==> src/rtl/tmds_decoder.sv <==
// TMDS symbol decoder with a symbol-alignment lock FSM.
//
// Two-stage pipeline: stage 1 registers the raw 10-bit symbol, stage 2
// registers the decoded outputs (2-cycle latency, one symbol per cycle).
// The lock FSM watches the stage-1 symbol for runs of control tokens. While
// searching without success it requests a one-bit deserializer shift.
//
// Ports:
//   i_clk      single clock, rising edge
//   i_rst      synchronous active-high reset
//   i_data     received 10-bit TMDS symbol, bit 0 first on the wire
//   o_de       1 = data symbol, 0 = control symbol
//   o_ctrl     decoded control value, held across data symbols
//   o_data     decoded pixel byte (0 for control symbols)
//   o_locked   symbol alignment achieved
//   o_bitslip  one-cycle request to shift deserializer alignment by one bit
module tmds_decoder #(
  parameter int unsigned LOCK_TOKENS = 8,
  parameter int unsigned SEARCH_LEN  = 2048,
  parameter int unsigned SLIP_WAIT   = 16
) (
  input  logic       i_clk,
  input  logic       i_rst,
  input  logic [9:0] i_data,
  output logic       o_de,
  output logic [1:0] o_ctrl,
  output logic [7:0] o_data,
  output logic       o_locked,
  output logic       o_bitslip
);

  // Run counter must hold the saturated value LOCK_TOKENS itself.
  localparam int unsigned RUN_W  = $clog2(LOCK_TOKENS + 1);
  localparam int unsigned CYC_W  = (SEARCH_LEN > 1) ? $clog2(SEARCH_LEN) : 1;
  localparam int unsigned WAIT_W = (SLIP_WAIT > 1) ? $clog2(SLIP_WAIT) : 1;

  typedef enum logic [1:0] {
    ST_SEARCH = 2'd0,
    ST_SLIP   = 2'd1,
    ST_WAIT   = 2'd2,
    ST_LOCKED = 2'd3
  } state_t;

  logic [9:0]        sym_q;
  logic              de_q, de_d;
  logic [1:0]        ctrl_q, ctrl_d;
  logic [7:0]        data_q, data_d;
  logic              locked_q, locked_d;
  logic              bitslip_q, bitslip_d;
  state_t            state_q, state_d;
  logic [RUN_W-1:0]  run_q, run_d;
  logic [CYC_W-1:0]  cyc_q, cyc_d;
  logic [WAIT_W-1:0] wait_q, wait_d;

  logic              is_tok;
  logic [1:0]        tok_val;
  logic [7:0]        d;
  logic [7:0]        dec;
  logic [RUN_W-1:0]  run_next;

  // Symbol decode of the stage-1 register.
  always_comb begin
    is_tok  = 1'b1;
    tok_val = 2'b00;
    case (sym_q)
      10'b1101010100: tok_val = 2'b00;
      10'b0010101011: tok_val = 2'b01;
      10'b0101010100: tok_val = 2'b10;
      10'b1010101011: tok_val = 2'b11;
      default:        is_tok  = 1'b0;
    endcase

    d      = sym_q[9] ? ~sym_q[7:0] : sym_q[7:0];
    dec    = '0;
    dec[0] = d[0];
    for (int unsigned k = 1; k < 8; k++) begin
      dec[k] = sym_q[8] ? (d[k] ^ d[k-1]) : ~(d[k] ^ d[k-1]);
    end

    de_d   = ~is_tok;
    ctrl_d = is_tok ? tok_val : ctrl_q;
    data_d = is_tok ? 8'h00 : dec;
  end

  // Lock FSM next-state logic.
  always_comb begin
    state_d = state_q;
    run_d   = run_q;
    cyc_d   = cyc_q;
    wait_d  = wait_q;

    if (!is_tok)
      run_next = '0;
    else if (run_q == RUN_W'(LOCK_TOKENS))
      run_next = run_q;
    else
      run_next = run_q + 1'b1;

    case (state_q)
      ST_SEARCH: begin
        run_d = run_next;
        // A completed token run wins over a coincident timeout.
        if (run_next == RUN_W'(LOCK_TOKENS)) begin
          state_d = ST_LOCKED;
          cyc_d   = '0;
        end else if (cyc_q == CYC_W'(SEARCH_LEN - 1)) begin
          state_d = ST_SLIP;
          cyc_d   = '0;
          run_d   = '0;
        end else begin
          cyc_d = cyc_q + 1'b1;
        end
      end
      ST_SLIP: begin
        state_d = ST_WAIT;
        run_d   = '0;
        cyc_d   = '0;
        wait_d  = '0;
      end
      ST_WAIT: begin
        if (wait_q == WAIT_W'(SLIP_WAIT - 1)) begin
          state_d = ST_SEARCH;
          wait_d  = '0;
          run_d   = '0;
          cyc_d   = '0;
        end else begin
          wait_d = wait_q + 1'b1;
        end
      end
      ST_LOCKED: begin
        run_d = run_next;
        if (is_tok) begin
          cyc_d = '0;
        end else if (cyc_q == CYC_W'(SEARCH_LEN - 1)) begin
          state_d = ST_SEARCH;
          cyc_d   = '0;
          run_d   = '0;
        end else begin
          cyc_d = cyc_q + 1'b1;
        end
      end
      default: begin
        state_d = ST_SEARCH;
        run_d   = '0;
        cyc_d   = '0;
        wait_d  = '0;
      end
    endcase

    // Status flags are registered copies of the next state.
    locked_d  = (state_d == ST_LOCKED);
    bitslip_d = (state_d == ST_SLIP);
  end

  always_ff @(posedge i_clk) begin
    if (i_rst) begin
      sym_q     <= '0;
      de_q      <= 1'b0;
      ctrl_q    <= '0;
      data_q    <= '0;
      locked_q  <= 1'b0;
      bitslip_q <= 1'b0;
      state_q   <= ST_SEARCH;
      run_q     <= '0;
      cyc_q     <= '0;
      wait_q    <= '0;
    end else begin
      sym_q     <= i_data;
      de_q      <= de_d;
      ctrl_q    <= ctrl_d;
      data_q    <= data_d;
      locked_q  <= locked_d;
      bitslip_q <= bitslip_d;
      state_q   <= state_d;
      run_q     <= run_d;
      cyc_q     <= cyc_d;
      wait_q    <= wait_d;
    end
  end

  assign o_de      = de_q;
  assign o_ctrl    = ctrl_q;
  assign o_data    = data_q;
  assign o_locked  = locked_q;
  assign o_bitslip = bitslip_q;

endmodule
==> config.mk <==
export PLATFORM = sky130hd
export DESIGN_NAME = tmds_decoder
export DESIGN_NICKNAME = d
export VERILOG_FILES = /design/src/rtl/tmds_decoder.sv
export SDC_FILE = /design/constraint.sdc
export NUM_CORES = 1
export LEC_CHECK = 0
export CAP_MARGIN = 40
export CORE_MARGIN = 3
export CORE_UTILIZATION = 50
export DETAILED_ROUTE_END_ITERATION = 8
export PLACE_DENSITY = 0.83
export REMOVE_ABC_BUFFERS = 1
export SLEW_MARGIN = 20
export SYNTH_ARGS = -nofsm -noshare
export SYNTH_HDL_FRONTEND = slang
export SYNTH_SLANG_ARGS = --single-unit
==> constraint.sdc <==
create_clock -name i_clk -period 2.1 [get_ports i_clk]
set_clock_uncertainty 0.15 [all_clocks]
set_input_delay 0.21 -clock i_clk [delete_from_list [all_inputs] [get_ports i_clk]]
set_output_delay 0.21 -clock i_clk [all_outputs]
set_load 0.02 [all_outputs]
==> impl_metrics.json <==
{
  "crit_type": "flip-flop to flip-flop",
  "critPathBufInv": 2,
  "viasPerCell": 5.73,
  "die_h_um": 72.7,
  "path_clk_slew_ps": 90,
  "grt_max_degree": 16,
  "crit_start": "run_q[1]",
  "finalHoldViolCount": 0,
  "crit_family": "simple AND/OR/NAND/NOR gates",
  "setup_viol": 0,
  "syn_to_final_growth_pct": 25.6,
  "fin_crit_sh": 0.987,
  "hp-class": "primary input to flip-flop",
  "hpwl_mm": 3.27,
  "worstSetupEndpoint": "cyc_q[2]",
  "synth_warnings": 0,
  "synth_ff_type": "dfxtp_1",
  "rsz0062_at_grt": "yes",
  "dieWidth_um": 72.7,
  "endpoint_kind": "flip-flop",
  "fin_ws_ps": 27.7,
  "reg2regPathDepth": 9,
  "core.rowCount": 23,
  "seq_area_frac_synth": 0.396,
  "gp_congestion": 0.862,
  "crit_fanout": 7,
  "core_area_mm2": 0.00414,
  "crit_path_start_kind": "flip-flop",
  "clk_latency_ps": 300,
  "diodes": 0,
  "slew_headroom": 0.678,
  "ys_seq_elements": 44,
  "first_iter_violations": 123,
  "min_period_ps": 2070,
  "ant_nets": 0,
  "reg2reg_to": "cyc_q[2]",
  "finalSetupTns_ps": 0,
  "outcome": "completed",
  "yosys-top-cells-area": "dfxtp_1 (40%), ha_1 (5.6%), nor2_1 (4.7%)",
  "drt_wl_total_mm": 4.91,
  "dr.pass1.iters": 4,
  "drive_gt1_frac": 0.170,
  "hold_ws_ps": 302,
  "dieArea_mm2": 0.00529,
  "wire_per_inst_um": 14.5,
  "yosysTopAreaCellShare": 0.396,
  "multi_input_area_mm2": 0.00130,
  "io_buffers": 24,
  "cts.hold.buffers_added": 0,
  "synth_top_area_cell": "dfxtp_1",
  "cts-root-buf": "clkbuf_8",
  "power.density_mw_per_mm2": 618,
  "synth_area_mm2": 0.00223,
  "start_util": 0.537,
  "fillers": 333,
  "antenna_found_initial": 0,
  "grt_pass1_wl_mm": 7.47,
  "route.detailed.drc": 0,
  "dp_slack_ps": -86.1,
  "grt_pass1_vias": 1647,
  "leakage_nw": 1.07,
  "r2r_start": "run_q[1]",
  "power_mw": 1.73,
  "regArea_um2": 888,
  "r2r_slack_ps": 30,
  "worst_pin_slew_ps": 482,
  "num_vias": 1943,
  "cp_slowest_cell": "dfxtp_2",
  "path_depth": 9,
  "clock-sinks": 44,
  "async_flop_share": 0,
  "grtUsageTotal": 0.181,
  "synth_edf_count": 0,
  "required_ps": 2200,
  "path_cells": "inv_2, ha_4, nor2b_1, mux2_4, o211a_4, buf_12, nor3_4, nand4b_1, a21oi_2",
  "htree_levels": 2,
  "synth_cell_types": 55,
  "vdd_drop_max_mv": 0.303,
  "drv_slew": 0,
  "fmax_mhz": 483,
  "grt_remaining_overflow": 0,
  "syn_inst": 256,
  "clk_path_buf_depth": 2,
  "cts_tree": "yes",
  "maxCapViolations": 0,
  "cts_buffers": 5,
  "layout.nets": 310,
  "worst-endpoint-arrival_ps": 2170,
  "ios": 25,
  "slowest_delay_ps": 360,
  "whs_path_depth": 2,
  "avgSynthCellArea_um2": 8.70
}
## cell families after synthesis
family / after synthesis / share of synthesized area
xor gates and xnor gates: 11 / 0.0433
buffers and inverters: 24 / 0.0528
and+or+nand+nor: 108 / 0.270
adders and majority gates: 10 / 0.0562
AOI/OAI and AO/OA: 55 / 0.163
DFF: 44 / 0.396
muxes: 4 / 0.0191
## Yosys cell counts, types with 2 or more instances
cell type,n
nor2b_1,14
nor3_1,4
nand2_1,16
nand2b_1,4
and4_1,2
inv_1,10
a31oi_1,3
and2_1,2
o21ai_0,7
a21oi_1,17
ha_1,10
mux2i_1,2
nand4b_1,6
nor2_1,28
o31ai_1,2
dfxtp_1,44
clkbuf_1,8
o21ai_1,8
nand3_1,10
nor2_4,2
mux2_2,2
nor4_1,5
xnor2_1,11
and3_1,6
buf_6,3
## metrics by stage
stage	cell area [um^2]	cells	utilization
after global routing	2800	339	0.675
after CTS	2700	337	0.651
after global placement	2560	329	0.618
final	2800	339	0.675
after floorplan	2150	242	-
after detailed placement	2560	329	0.618
## metal layers
layer / wire length, um / global-route usage / vias up
li1: - / - / 973
met1: 2210 / 0.229 / 921
met2: 2440 / 0.290 / 39
met3: 161 / 0.0386 / 10
met4: 95 / 0.0881 / 0
met5: 0 / 0 / -
## layout by cell type (no fill, tap or decap), types with 3 or more instances in the layout
cell,n
dfxtp_1,40
nand3_1,9
dfxtp_2,3
nor2b_1,14
buf_4,13
nand2_1,16
a31oi_1,3
o21ai_0,6
and3_1,6
nor2_1,27
nor3_1,3
clkdlybuf4s50_1,24
xnor2_1,11
nor4_1,5
clkbuf_8,6
o21ai_1,9
a21oi_1,15
ha_1,8
nand2b_1,4
inv_1,8
nand4b_1,6
## how the worst min path moves through the flow
stage	start	endpoint	slack [ps]
2_1_floorplan	i_rst	cyc_q[0]	130
3_3_place_gp	wait_q[1]	wait_q[1]	330
3_5_place_dp	cyc_q[1]	cyc_q[1]	340
4_1_cts	i_data[1]	sym_q[1]	300
5_1_grt	i_data[1]	sym_q[1]	300
6_report	i_data[6]	sym_q[6]	300
## what timing repair did
item | in CTS | in global routing
gates cloned | 0 | 1
gates resized for setup | 6 | 17
pin swaps | 2 | 10
setup buffers | 0 | 1
setup endpoints to repair | 11 | 15
## sequential cells by signal, indices dropped and copies added, names as in the netlist
register,flops
o_ctrl,2
state_q,2
sym_q,10
o_locked,1
run_q,4
cyc_q,11
wait_q,4
o_bitslip,1
o_data,8
o_de,1
## worst register-to-register path, delay by kind of cell, from the launching register on
| family | cells | cell delay, ps |
|---|---|---|
| buf+inv | 2 | 200 |
| simple gates | 3 | 460 |
| flops | 1 | 360 |
| fa+ha+maj | 1 | 270 |
| compound gates | 2 | 300 |
| mux | 1 | 280 |
## power breakdown
part | switching, mW | total, mW | internal (mW)
clock | 0.291 | 0.680 | 0.389
sequential | 0.0207 | 0.886 | 0.865
combinational | 0.0749 | 0.164 | 0.0890
## area by class of cell
cell class | count | area share
Sequential cell | 44 | 0.318
Clock inverter | 2 | 0.0139
Inverter | 10 | 0.0143
Multi-Input combinational cell | 188 | 0.465
Timing Repair Buffer | 39 | 0.137
Tap cell | 50 | 0.0224
Clock buffer | 6 | 0.0295
Note: power is estimated with default switching activity, not from simulation.
==> patch, RTL diff (same flow settings) <==
The parameter `LOCK_TOKENS` goes from 8 to 16.
--- a/src/rtl/tmds_decoder.sv
+++ b/src/rtl/tmds_decoder.sv
@@ -17,3 +17,3 @@
 module tmds_decoder #(
-  parameter int unsigned LOCK_TOKENS = 8,
+  parameter int unsigned LOCK_TOKENS = 16,
   parameter int unsigned SEARCH_LEN  = 2048,
Check against the original RTL: not equivalent (a bounded check fails within 10 cycles, from zero or initial values and one cycle with i_rst high).
==> patch against the unedited design <==
  * The flow now finishes with violations (setup timing)
  * Worst setup slack lost 0.054 ns
  * Die area shrank 1.5%
  * Sequential cell count grew 1
  * Wire length grew 12%
  * Non-clock buffer count grew 16
  * Final cell count grew 3.2%
  * Cell area grew 5.5%
  * Global-route usage grew 2.2 points
  * Power grew 3.5%
  * Area after synthesis shrank 1.7%
  * Critical path type unchanged
  * Largest cell class unchanged
  * Highest routed layer unchanged
==> patch: results (changes against the unedited design) <==
** Logic synthesis
- Commonest cells in the netlist: sky130_fd_sc_hd__dfxtp_1, sky130_fd_sc_hd__nor2_1, sky130_fd_sc_hd__nand3_1 (was sky130_fd_sc_hd__dfxtp_1, sky130_fd_sc_hd__nor2_1, sky130_fd_sc_hd__a21oi_1).
- The fraction of synthesis flops using an asynchronous set or reset pin was 0 (unchanged).
- The share of the yosys chip area belonging to registers is 0.411 (was 0.396).
- Largest cells by area after synthesis: sky130_fd_sc_hd__dfxtp_1, sky130_fd_sc_hd__xnor2_1, sky130_fd_sc_hd__nor2_1 (was sky130_fd_sc_hd__dfxtp_1, sky130_fd_sc_hd__ha_1, sky130_fd_sc_hd__nor2_1).

** Setup path
- The critical-path maximum fanout is 6 (was 7).
- Worst setup path class :: reg -> reg (unchanged)
- Slowest Stage Delay on Critical Path :: 0.45 ns (was 0.36 ns)
- Slowest cell on the critical path :: sky130_fd_sc_hd__or4_4 (was sky130_fd_sc_hd__dfxtp_2)
- Critical path arrival :: 2.21 ns (was 2.17 ns)
- Worst R2R End :: run_q[3] (was cyc_q[2])
- Critical path startpoint :: sym_q[2] (was run_q[1])
- Worst-case reg-to-reg path depth :: 6 (was 9)

** Finish
- The share of post-route cells with drive strength above 1 is 0.287 (was 0.170).
- Final layout net count :: 319 (was 310)

** Hold path
- The terminating pin of the worst hold path is sym_q[0] (was sym_q[6]).
- Hold_sp :: i_data[0] (was i_data[6])
- Hold WC Path Type :: in -> reg (unchanged)

** Outcome
- Result of the run: finished with violations (was complete, no violations).
- The final reports fail on setup timing.

** Timing
- Smallest setup slack after layout :: -0.0266 ns (was 0.0277 ns)
- Final setup vio count :: 1 (was 0)
- The remaining max-slew budget at the tightest pin was 0.563 (was 0.678).

** Route
- The routed via count divided by cell count is 5.69 (was 5.73).
- First-pass iteration count of the detailed router :: 4 (unchanged)
- Number of design-rule violations left by the first detailed-router iteration :: 96 (was 123)
- Wire length reported by the detailed router :: 5500 microns (was 4910 microns)

** Place
- Number of port buffers :: 24 (unchanged)
- Final RePlAce weighted congestion :: 0.840 (was 0.862)
- The HPWL reported at the end of detailed placement was 3460 microns (was 3270 microns).

** Clocking
- The latest clock arrival within the worst-skew pair came to 0.30 ns (about the same).
- Number of clock buffers inserted by TritonCTS :: 5 (unchanged)
- CTS root buffer :: sky130_fd_sc_hd__clkbuf_8 (unchanged)

** Global route
- The global-route wire length before repair is 8320 microns (was 7470 microns).
- Via count of the first global-routing pass :: 1778 (was 1647)
- Largest net degree at the start of global routing :: 34 (was 16)
- The number of antenna violations at the first check in global routing is 0 (unchanged).
- The combined global-route utilization of all metal layers came to 0.202 (was 0.181).

** Pwr
- Peak supply drop :: 0.000413 V (was 0.000303 V)
- Leakage power :: 0.00113 uW (was 0.00107 uW)
## patch: power by group
group	internal, uW	switching [uW]
Sequential	890	26.8
Combinational	152	153
Clock	271	297
Total	1310	477
## patch: cells by family after synthesis
| family | share of synthesized area |
|---|---|
| flops | 0.411 |
| simple gates | 0.270 |
| mux | 0.0189 |
| buf+inv | 0.0389 |
| fa+ha+maj | 0.0457 |
| xor+xnor | 0.0640 |
| compound gates | 0.151 |
## patch: per-stage QoR
| stage | area, sq um | std cells | hold WS, ns | setup slack, ns | setup TNS [ns] |
|---|---|---|---|---|---|
| after floorplan | 2150 | 237 | 0.129 | -0.119 | -0.321 |
| after global placement | 2630 | 335 | 0.323 | 0.00464 | 0 |
| after detailed placement | 2630 | 335 | 0.337 | -0.0820 | -0.179 |
| after CTS | 2790 | 347 | 0.290 | -0.000653 | -0.000653 |
| after global routing | 2950 | 350 | 0.295 | -0.0786 | -0.270 |
| final | 2950 | 350 | 0.294 | -0.0266 | -0.0266 |
## patch: what timing repair did
item / 4_1_cts / 5_1_grt
pin swaps: 4 / 13
endpoints found under the setup margin: 7 / 17
endpoints found under the hold margin: 0 / 0
setup buffers: 4 / 3
gates cloned: 0 / 0
gates resized for setup: 8 / 39
## patch: per-layer routing
metal  vias to the layer above  GRT usage  share of wire
met2                        55      0.334           0.50
met4                         0     0.0689          0.030
met5                         -          0              0
met3                        18     0.0443          0.048
li1                        978          -              -
met1                       940      0.261           0.42
## patch: layout make-up
| class | count | area (sq um) |
|---|---|---|
| well taps | 50 | 62.6 |
| repair buffers | 55 | 477 |
| flip-flops and latches | 45 | 923 |
| clock inverters | 2 | 16.3 |
| clock buffers | 6 | 82.6 |
| fillers | 302 | 1160 |
| multi-input cells | 181 | 1350 |
| inverters | 11 | 41.3 |
